$ cat src/rtl/timer_counter.sv
// -----------------------------------------------------------------------------
// timer_counter
//
// Memory-mapped countdown timer that raises the CPU's external interrupt.
// It sits on the data-memory bridge, decoded on addr[31:4] == ADDR_BASE[31:4].
//
// Register map (addr[3:2] selects, addr[1:0] ignored):
//   0x0 CTRL   : [0] EN, [2:1] MODE, [3] IM (1 = interrupt allowed), rest 0
//   0x4 PRESET : 32-bit reload value, read/write
//   0x8 COUNT  : 32-bit current count, read-only (writes dropped)
//   0xC        : reads 0
//
// Modes: MODE 01 auto-reload (irq is a one-cycle pulse per expiry);
//        MODE 00/10/11 one-shot (EN self-clears, irq held until CTRL write).
//
// Ports:
//   clk    in   1 : clock, all state changes on the rising edge
//   reset  in   1 : synchronous active-high reset
//   addr   in  32 : byte address from the bridge
//   we     in   1 : word write strobe
//   din    in  32 : write data
//   dout   out 32 : combinational read data of the addressed register
//   irq    out  1 : interrupt request, irq_flag gated by CTRL.IM
//
// Bus access: there is no handshake and no stall. Every cycle in which addr
// hits the block is an access; with we=1 the register is written at the next
// rising edge, and dout always reflects the currently addressed register.
// -----------------------------------------------------------------------------
module timer_counter #(
    parameter logic [31:0] ADDR_BASE = 32'h0000_7F00
) (
    input  logic        clk,
    input  logic        reset,
    input  logic [31:0] addr,
    input  logic        we,
    input  logic [31:0] din,
    output logic [31:0] dout,
    output logic        irq
);

    typedef enum logic [1:0] {
        IDLE = 2'd0,
        LOAD = 2'd1,
        CNT  = 2'd2,
        INT  = 2'd3
    } state_t;

    localparam logic [1:0] REG_CTRL   = 2'd0;
    localparam logic [1:0] REG_PRESET = 2'd1;
    localparam logic [1:0] REG_COUNT  = 2'd2;
    localparam logic [1:0] MODE_AUTO  = 2'b01;

    // Architectural state. `state` is kept as a named enum so it is visible
    // by name in waveforms and to bound checkers.
    state_t      state;
    logic [3:0]  ctrl;
    logic [31:0] preset;
    logic [31:0] count;
    logic        irq_flag;

    // Next-state values produced by the combinational process.
    state_t      state_next;
    logic [3:0]  ctrl_next;
    logic [31:0] preset_next;
    logic [31:0] count_next;
    logic        flag_next;
    logic        en_clear;

    // Decoded bus signals.
    logic        hit;
    logic [1:0]  sel;
    logic        wr_ctrl;
    logic        wr_preset;

    // CTRL fields.
    logic        en;
    logic [1:0]  mode;
    logic        im;

    // Byte-lane address bits carry no information for word registers.
    logic        unused_addr_bits;
    assign unused_addr_bits = &{1'b0, addr[1:0]};

    assign hit       = (addr[31:4] == ADDR_BASE[31:4]);
    assign sel       = addr[3:2];
    assign wr_ctrl   = we && hit && (sel == REG_CTRL);
    assign wr_preset = we && hit && (sel == REG_PRESET);

    assign en   = ctrl[0];
    assign mode = ctrl[2:1];
    assign im   = ctrl[3];

    assign irq  = irq_flag & im;

    // -------------------------------------------------------------------------
    // Read mux
    // -------------------------------------------------------------------------
    always_comb begin
        dout = 32'd0;
        if (hit) begin
            case (sel)
                REG_CTRL:   dout = {28'd0, ctrl};
                REG_PRESET: dout = preset;
                REG_COUNT:  dout = count;
                default:    dout = 32'd0;
            endcase
        end
    end

    // -------------------------------------------------------------------------
    // State register
    // -------------------------------------------------------------------------
    always_ff @(posedge clk) begin
        if (reset) begin
            state    <= IDLE;
            ctrl     <= 4'd0;
            preset   <= 32'd0;
            count    <= 32'd0;
            irq_flag <= 1'b0;
        end else begin
            state    <= state_next;
            ctrl     <= ctrl_next;
            preset   <= preset_next;
            count    <= count_next;
            irq_flag <= flag_next;
        end
    end

    // -------------------------------------------------------------------------
    // Next-state and datapath
    //
    // Expiry is declared on the edge whose decrement leaves COUNT at 1 (or
    // immediately when COUNT is already 0 or 1). That makes a PRESET of N>=2
    // expire N-1 edges after the load, and the auto-reload period N+1 cycles
    // (INT -> LOAD -> N-1 counting edges). The INT state then zeroes COUNT.
    // -------------------------------------------------------------------------
    always_comb begin
        state_next = state;
        count_next = count;
        flag_next  = irq_flag;
        en_clear   = 1'b0;

        case (state)
            IDLE: begin
                if (en) begin
                    state_next = LOAD;
                end
            end

            LOAD: begin
                count_next = preset;
                state_next = CNT;
            end

            CNT: begin
                if (!en) begin
                    state_next = IDLE;
                end else if (count <= 32'd2) begin
                    // Saturating step: 2 -> 1, 1 -> 0, 0 stays 0.
                    count_next = (count == 32'd0) ? 32'd0 : count - 32'd1;
                    flag_next  = 1'b1;
                    state_next = INT;
                end else begin
                    count_next = count - 32'd1;
                end
            end

            INT: begin
                count_next = 32'd0;
                if (mode == MODE_AUTO) begin
                    flag_next  = 1'b0;
                    state_next = en ? LOAD : IDLE;
                end else begin
                    // One-shot: the timer disables itself; the flag stays
                    // set until software rewrites CTRL.
                    en_clear   = 1'b1;
                    state_next = IDLE;
                end
            end

            default: begin
                state_next = IDLE;
            end
        endcase

        ctrl_next = ctrl;
        if (en_clear) begin
            ctrl_next[0] = 1'b0;
        end
        // A software CTRL write overrides the hardware EN clear in the same
        // cycle and acknowledges any pending interrupt.
        if (wr_ctrl) begin
            ctrl_next = din[3:0];
            flag_next = 1'b0;
        end

        // A PRESET write never disturbs a running count; it is picked up by
        // the next LOAD.
        preset_next = wr_preset ? din : preset;
    end

endmodule

$ cat config.mk
export PLATFORM = sky130hd
export DESIGN_NAME = timer_counter
export DESIGN_NICKNAME = d
export VERILOG_FILES = /design/src/rtl/timer_counter.sv
export SDC_FILE = /design/constraint.sdc
export NUM_CORES = 1
export LEC_CHECK = 0
export BUFFER_PORTS_ARGS = -buffer_cell sky130_fd_sc_hd__buf_2
export CAP_MARGIN = 20
export CORE_ASPECT_RATIO = 1.5
export CORE_MARGIN = 3
export CORE_UTILIZATION = 50
export DETAILED_ROUTE_END_ITERATION = 8
export GPL_TIMING_DRIVEN = 0
export MAX_ROUTING_LAYER = met4
export PLACE_DENSITY = 0.83
export SETUP_SLACK_MARGIN = 0.05
export SYNTH_ARGS = -nofsm -noshare
export SYNTH_HDL_FRONTEND = slang
export SYNTH_SLANG_ARGS = --single-unit
$ cat constraint.sdc
create_clock -name clk -period 3 [get_ports clk]
set_clock_uncertainty 0.15 [all_clocks]
set_input_delay 0.3 -clock clk [delete_from_list [all_inputs] [get_ports clk]]
set_output_delay 0.3 -clock clk [all_outputs]
set_load 0.02 [all_outputs]
* Word level (Yosys, flattened, before mapping)
Index checks and enable logic that the tools add are counted.
W data, S select, Z words.
** Word-level totals
- Logic and storage cells :: 54
- Latch bits :: 0
- Memory bits (read-only) :: 0
- RAM bits :: 0
- Bits of input ports :: 67
- Flip-flop bits (word level) :: 71
- Memories :: 0
- Output and inout port bits :: 33
** Operators by class
- Divide/modulo/power cells :: 0
- Mux-type cells :: 20
- Magnitude comparators :: 1
- Reduce and logical (&&, ||, !) cells :: 13
- Bitwise gates (word level) :: 1
- Equal/unequal tests :: 12
- $add $sub $neg :: 1
- Multipliers :: 0
- Shifts and indexed selects :: 0
** Operators by type and width (count)
- $pmux W32 S3 :: 2
- $mux W32 :: 4
- $le A32 B2 Y1 const B :: 1
- $logic_not A32 Y1 :: 1
- $sub A32 B1 Y32 const B :: 1
- $eq A28 B11 Y1 const B :: 1
- $mux W1 :: 9
- $ne A2 B2 Y1 const B :: 4
- $pmux W2 S4 :: 1
- $eq A2 B1 Y1 const B :: 3
- $eq A2 B2 Y1 const B :: 3
- $mux W2 :: 3
- $logic_not A2 Y1 :: 2
- $reduce_and A2 Y1 :: 2
- $reduce_and A4 Y1 :: 1
- $reduce_bool A2 Y1 :: 2
- $logic_and A1 B1 Y1 :: 3
- $ne A3 B3 Y1 const B :: 1
- $reduce_bool A3 Y1 :: 1
- $pmux W1 S2 :: 1
- $reduce_or A2 Y1 :: 1
- $and A1 B1 Y1 :: 1

* Longest topological paths before layout
Gate-level depths: netlist of the first run.
- Depth in word-level cells :: 5
- Mapped depth :: 9
- Gate-level depth less buffers :: 7

* Worst setup path after synthesis of the first run
OpenSTA, ideal clock, no wires.
- Path type :: flip-flop to flip-flop
- Start point :: reg count[12]
- End point :: reg count[22]
- Arrival :: 2029 ps
- Stages on the path, launching flop included :: 9
- Setup slack :: 685 ps
- Required time :: 2714 ps
- Buffers on the path :: 3
- Period minus slack after synthesis :: 2315 ps
- Library setup time :: 136 ps
- Cell sequence :: dfxtp_1 -> or4_1 -> buf_2 -> nor3_4 -> nand4_4 -> buf_6 -> buf_6 -> a31oi_1 -> o32ai_1
** Between the ends
- Longest elaborated chain between the ends :: 5
- Elaborated cells between the ends (all ways) :: 7
- Those cells by class :: add/sub (1); order compare (1); mux (4); reduce/logical (1)
** RTL lines
- from (decl) :: RTL line 58 : logic [31:0] count;
- from (signal assigned) :: RTL line 124 : count <= count_next;
- $sub A32 B1 Y32 or $logic_not A32 Y1 (tied branches) :: RTL line 160, 164
- $mux W32 :: RTL line 160 : count_next = (count == 32'd0) ? 32'd0 : count - 32'd1;
- $mux W32 * :: RTL line 158 : end else if (count <= 32'd2) begin
- $mux W32 * :: RTL line 156 : if (!en) begin
- $pmux W32 S3 * :: RTL line 143 : case (state)
Mark *: on every way between the ends. The rest lies on a longest branch, timed or not. The select of a mux whose other input is x is not followed.
A chain may end at the register's enable or synchronous reset.

* Worst setup path after layout of the first run
- Start point :: reg state[1]
- End point :: reg count[27]
** Between the ends
- Longest elaborated chain between the ends :: 3
- Elaborated cells between the ends (all ways) :: 7
- Those cells by class :: eq/ne (4); mux (1); reduce/logical (2)
** RTL lines
- from (decl) :: RTL line 55 : state_t state;
- from (signal assigned) :: RTL line 121 : state <= state_next;
- $eq A2 B2 Y1 or $eq A2 B1 Y1 (tied branches) :: RTL line 143
- $ne A2 B2 Y1 (no source line) or $reduce_bool A3 Y1 (tied branches)
- $reduce_and A2 Y1 (no source line)
Several ways; a longest one is shown, not always the timed one.

==> flow_summary.toml, run 1 <==
[timing]
hold_viol_final = 0
finalMaxSlewViolations = 0
clock.fmax_ghz = 0.3652
grt_setup_unrepaired = "no"
period_minus_slack_ns = 2.738
finalSetupViolCount = 0
timing.setup.tns_ns = 0
worst_pin_slew_ns = 1.028
relSlewSlack = 0.3127
timing.final.crit_share = 0.9127

[power_and_ir_drop]
p_per_area_nw_per_um2 = 421.1
ir_drop_v = 0.0003176
power.leakage_nw = 2.053

[yosys]
netlist_area_sq_um = 4342
synthTopCellsByArea = "dfxtp_1, mux2i_1, nor2_1"
synth.area.mux_share = 0.09222
synth_largest_area_cell = "dfxtp_1"
ys_ff_latch = 71
synth_fa_ha_area_frac = 0.008646
synth_compound_area_frac = 0.2288
synth.top_cell.area_share = 0.3274
synth_simple_gate_area_frac = 0.2746
synth_ff_type = "dfxtp_1"
ys_types = 54
yosys_warnings = 0
synth.avg_cell_area_sq_um = 7.952
syn_inst = 546
synth_fp_nets = 616
synth_top_family_by_area = "simple AND/OR/NAND/NOR gates"
async_flop_share = 0
yosys.area_share.xor_xnor = 0
ys_seq_area_frac = 0.3274
synth-edff-count = 0

[hold_path]
hp-class = "primary input to register"

[global_routing]
antenna_found_initial = 0
grtUsageTotal = 0.3449
grt_first_pass_wirelength_mm = 25.12
first_global_vias = 4861
grt_max_degree = 12
grt-ovfl-total = 0

[cts]
ctsHtreeMaxLevel = 3
cts_tree = "done"
cts_buffers = 9
hold_buffers = 0
clock_path_buffers = 2
clockRootBuffer = "clkbuf_16"
insertion_delay_ns = 0.34
cts_num_sinks = 71
path_clk_slew_ns = 0.06

[route]
ant_nets = 0
drc_errors = 0
dr.first_iter.drc_count = 427
dr.pass1.iters = 7
routedWlPerCell_um = 20.96
routed_wl_mm = 16.01
num_vias = 4982
vias_per_cell = 6.521

[placement]
portBuffers = 95
gp_congestion = 0.9955
placed_area_sq_um = 4951
dpl.hpwl_mm = 11.57

[worst_setup_path]
slowest_stage = "buf_1"
critPathKind = "register to register"
worstSetupEndpointType = "register"
critPathArrivalTime_ns = 2.84
slowest_delay_ns = 0.56
critical_path.startpoint_type = "register"
required_ns = 3.11
path_max_fanout = 10
crit_chain = "nor2b_1 -> clkbuf_1 -> buf_1 -> o311ai_0 -> a211oi_1"

[die]
dieArea_sq_um = 9860
io_pins = 100
rows = 41
core_sq_um = 8413
die_h_um = 120.1
die_x_um = 82.09
start_util = 0.5161

[final_layout]
area_growth_pct = 21.93
multi_input_area_sq_um = 2641
final_common_cell = "buf_2"
final-seq-area_sq_um = 1421
fillers = 774
fin_area_sq_um = 5294
mostFrequentLayoutCells = "buf_2, nor2_1, dfxtp_1"
nets = 722
layout-drive-gt1-share = 0.1994
diodes = 0

[run]
cap_violations = 0

[outcome]
status = "finished, final reports clean"
-- power breakdown --
part           switching [mW]  internal (mW)  total [mW]
combinational          0.0539         0.0390      0.0929
sequential     0.000000000322          0.943       0.943
clock                   0.421          0.773        1.19
-- per-layer routing --
metal | GRT usage | vias to the layer above | wire length, um
met5 | - | - | 0
met4 | 0.1570 | 0 | 512
met3 | 0.06456 | 54 | 1436
met2 | 0.5476 | 298 | 7789
met1 | 0.4174 | 2338 | 6273
li1 | - | 2292 | -
-- final cells by class --
type	instances	area share
timing repair buffer	95	0.08981
tap	107	0.02529
buffer	50	0.04254
sequential	71	0.2685
inverter	19	0.01347
clock inverter	3	0.01229
clock buffer	13	0.04916
multi-input combinational	406	0.4989
-- worst paths after layout --
check                              from                       to  slack [ns]  cells past startpoint
setup / recovery  state[1]$_SDFFE_PP0P_   count[27]$_SDFFE_PP0P_        0.26                      5
hold / removal                  din[14]  preset[14]$_SDFFE_PP0P_        0.04                      3
setup reg to reg  state[1]$_SDFFE_PP0P_   count[27]$_SDFFE_PP0P_        0.26                      5
hold reg to reg   irq_flag$_SDFFE_PP0P_    irq_flag$_SDFFE_PP0P_        0.35                      2
-- Yosys cell counts (all sizes together) (2+ instances only) --
| library cell | number |
|---|---|
| or2 | 3 |
| a31oi | 20 |
| a222oi | 2 |
| nor4 | 24 |
| nand2 | 15 |
| clkbuf | 38 |
| or3 | 8 |
| a22oi | 36 |
| o22ai | 2 |
| and2 | 2 |
| nor3 | 14 |
| mux2i | 40 |
| nand3 | 11 |
| o2111ai | 5 |
| a21oi | 29 |
| o32ai | 13 |
| a41oi | 4 |
| nor2b | 15 |
| and3 | 3 |
| a2111oi | 2 |
| o211ai | 2 |
| nor2 | 96 |
| o311ai | 2 |
| dfxtp | 71 |
| nand2b | 2 |
| nand4 | 14 |
| nor4bb | 2 |
| inv | 19 |
| or4 | 6 |
| buf | 12 |
| a211oi | 4 |
| ha | 3 |
| nor4b | 2 |
| a221oi | 7 |
| nand4b | 2 |
| a32oi | 5 |
-- through the flow --
step | util | hold WS [ns] | instances | setup WS [ns] | power (mW)
6_report | 0.6292 | 0.04159 | 764 | 0.2619 | 2.229
3_3_place_gp | 0.5885 | 0.3237 | 748 | 0.1538 | 1.053
3_5_place_dp | 0.5885 | 0.3329 | 748 | 0.1243 | 1.056
4_1_cts | 0.6272 | 0.04664 | 764 | 0.2175 | 2.225
2_1_floorplan | - | 0.2818 | 546 | 0.6854 | 0.9969
5_1_grt | 0.6292 | 0.05358 | 764 | 0.1017 | 2.275
-- what timing repair did --
action	in CTS	in global routing
setup buffers	0	0
resized for setup	0	3
setup endpoints to repair	0	3
-- flip-flops by register name, summed over array words and instances, names as in the netlist --
name and flops:
count 32, ctrl 4, irq_flag 1, preset 32
state 2
-- cells by family (layout without fill, tap and decap cells) --
kind of cell	Yosys count	after routing
mux	40	40
buf+inv	69	180
flops	71	71
simple gates	225	225
compound gates	138	138
fa+ha+maj	3	3
-- critical path, delay by kind of cell, from the launching register on --
| kind | cells | cell delay [ns] |
|---|---|---|
| AOI/OAI and AO/OA | 2 | 0.62 |
| buffers and inverters | 2 | 1.02 |
| and+or+nand+nor | 1 | 0.34 |
| DFF | 1 | 0.51 |
(Power assumes the default switching activity.)
==> inputs of run 2 (changes only) <==
--- a/config.mk
+++ b/config.mk
@@ -7,13 +7,15 @@
 export LEC_CHECK = 0
 export BUFFER_PORTS_ARGS = -buffer_cell sky130_fd_sc_hd__buf_2
 export CAP_MARGIN = 20
+export CELL_PAD_IN_SITES_DETAIL_PLACEMENT = 0
+export CELL_PAD_IN_SITES_GLOBAL_PLACEMENT = 2
 export CORE_ASPECT_RATIO = 1.5
 export CORE_MARGIN = 3
-export CORE_UTILIZATION = 50
+export CORE_UTILIZATION = 31
 export DETAILED_ROUTE_END_ITERATION = 8
 export GPL_TIMING_DRIVEN = 0
 export MAX_ROUTING_LAYER = met4
-export PLACE_DENSITY = 0.83
+export PLACE_DENSITY = 0.88
 export SETUP_SLACK_MARGIN = 0.05
 export SYNTH_ARGS = -nofsm -noshare
 export SYNTH_HDL_FRONTEND = slang
==> run 2 against run 1 <==
Flip-flop and latch count did not move. Largest power group unchanged. Sequential power is essentially flat. Critical path depth rose by 1.
==> flow_summary.toml, run 2 (synthesized netlist as in run 1, its figures left out) <==
[worst_setup_path]
required_ns = 3.04
crit_chain = "clkbuf_1 -> or4_1 -> nor4_4 -> nand2_1 -> o311ai_1 -> a211oi_1"
critical_path.startpoint_type = "register"
critPathKind = "register to register"
slowest_delay_ns = 0.64
path_max_fanout = 9
slowest_stage = "or4_1"
critPathArrivalTime_ns = 2.78
worstSetupEndpointType = "register"

[route]
dr.pass1.iters = 5
num_vias = 4807
vias_per_cell = 5.869
drc_errors = 0
ant_nets = 0
routedWlPerCell_um = 21.24
routed_wl_mm = 17.40
dr.first_iter.drc_count = 374

[timing]
worst_pin_slew_ns = 0.9445
period_minus_slack_ns = 2.736
hold_viol_final = 0
relSlewSlack = 0.3687
timing.setup.tns_ns = 0
clock.fmax_ghz = 0.3655
finalSetupViolCount = 0
timing.final.crit_share = 0.9120
grt_setup_unrepaired = "no"
finalMaxSlewViolations = 0

[cts]
cts_buffers = 9
clock_path_buffers = 2
hold_buffers = 0
ctsHtreeMaxLevel = 3
cts_setup_buffers = 0
path_clk_slew_ns = 0.06
clockRootBuffer = "clkbuf_16"
insertion_delay_ns = 0.34
cts_tree = "done"
cts_num_sinks = 71

[global_routing]
antenna_found_initial = 0
grt-ovfl-total = 0
gr-usage-met3 = 0.02857
grt_first_pass_wirelength_mm = 26.50
grt_busiest_layer = "met2"
use_met1 = 0.2796
grt_max_degree = 13
grt_use_met2 = 0.3878
grtUsageTotal = 0.2319
first_global_vias = 4720

[final_layout]
instances_no_fill = 819
final_common_cell = "buf_2"
fin_area_sq_um = 5336
diodes = 0
area_growth_pct = 22.91
top_regs = "count (32), preset (32), ctrl (4)"
mostFrequentLayoutCells = "buf_2, nor2_1, dfxtp_1"
nets = 722
layout-drive-gt1-share = 0.2024

[power_and_ir_drop]
ir_drop_v = 0.0002588
power.leakage_nw = 2.044
p_per_area_nw_per_um2 = 400.1
fin_total_pwr_mw = 2.135

[placement]
portBuffers = 95
place_inst = 803
placed_area_sq_um = 5020
dpl.hpwl_mm = 12.88
gp_congestion = 0.9763

[hold_path]
hp-class = "primary input to register"

[die]
io_pins = 100
core_sq_um = 13600
start_util = 0.3193
die_h_um = 150.9
rows = 52
dieArea_sq_um = 15490
die_x_um = 102.6

[run]
cap_violations = 0

[outcome]
status = "finished, final reports clean"
## run 2: worst paths after layout
kind,startpoint,endpoint,slack (ns),depth (start not counted)
setup / recovery,count[2]$_SDFFE_PP0P_,count[27]$_SDFFE_PP0P_,0.26,6
hold / removal,din[21],preset[21]$_SDFFE_PP0P_,0.04,3
setup reg to reg,count[2]$_SDFFE_PP0P_,count[27]$_SDFFE_PP0P_,0.26,6
hold reg to reg,count[18]$_SDFFE_PP0P_,count[18]$_SDFFE_PP0P_,0.37,2
## run 2: cell type report
cell class,count,area (sq um)
Fill cell,1427,8262
Multi-Input combinational cell,406,2641
Sequential cell,71,1421
Timing Repair Buffer,95,475.5
Clock buffer,10,239.0
Buffer,50,225.2
Tap cell,162,202.7
Inverter,19,71.32
Clock inverter,6,60.06
## run 2: what timing repair did
item,CTS,global route
gates resized for setup,1,3
setup endpoints to repair,1,3
gates cloned,0,0
## run 2: stage by stage
step           hold WS (ns)  utilization  setup slack (ns)
6_report            0.03792       0.3924            0.2641
2_1_floorplan        0.2818            -            0.6854
4_1_cts             0.03605       0.3918           0.07563
3_3_place_gp         0.3489       0.3692           -0.1212
5_1_grt             0.04666       0.3924           0.09609
3_5_place_dp         0.3534       0.3692           -0.1509
## run 2: report_power, final
group	internal, mW	switching [mW]
clock	0.662	0.436
sequential	0.943	0.000000000310
combinational	0.0389	0.0554
## run 2: metal layers
layer,up-vias,part of all wire
li1,2292,-
met1,2272,0.41
met2,209,0.50
met3,34,0.061
met4,0,0.028
met5,-,0
## run 2: worst max-delay path: cells and delay by family (launching register included)
family	cells	cell delay, ns
flip-flops	1	0.29
AND/OR/NAND/NOR	3	1.31
AO/OA/AOI/OAI	2	0.62
buffers and inverters	1	0.21
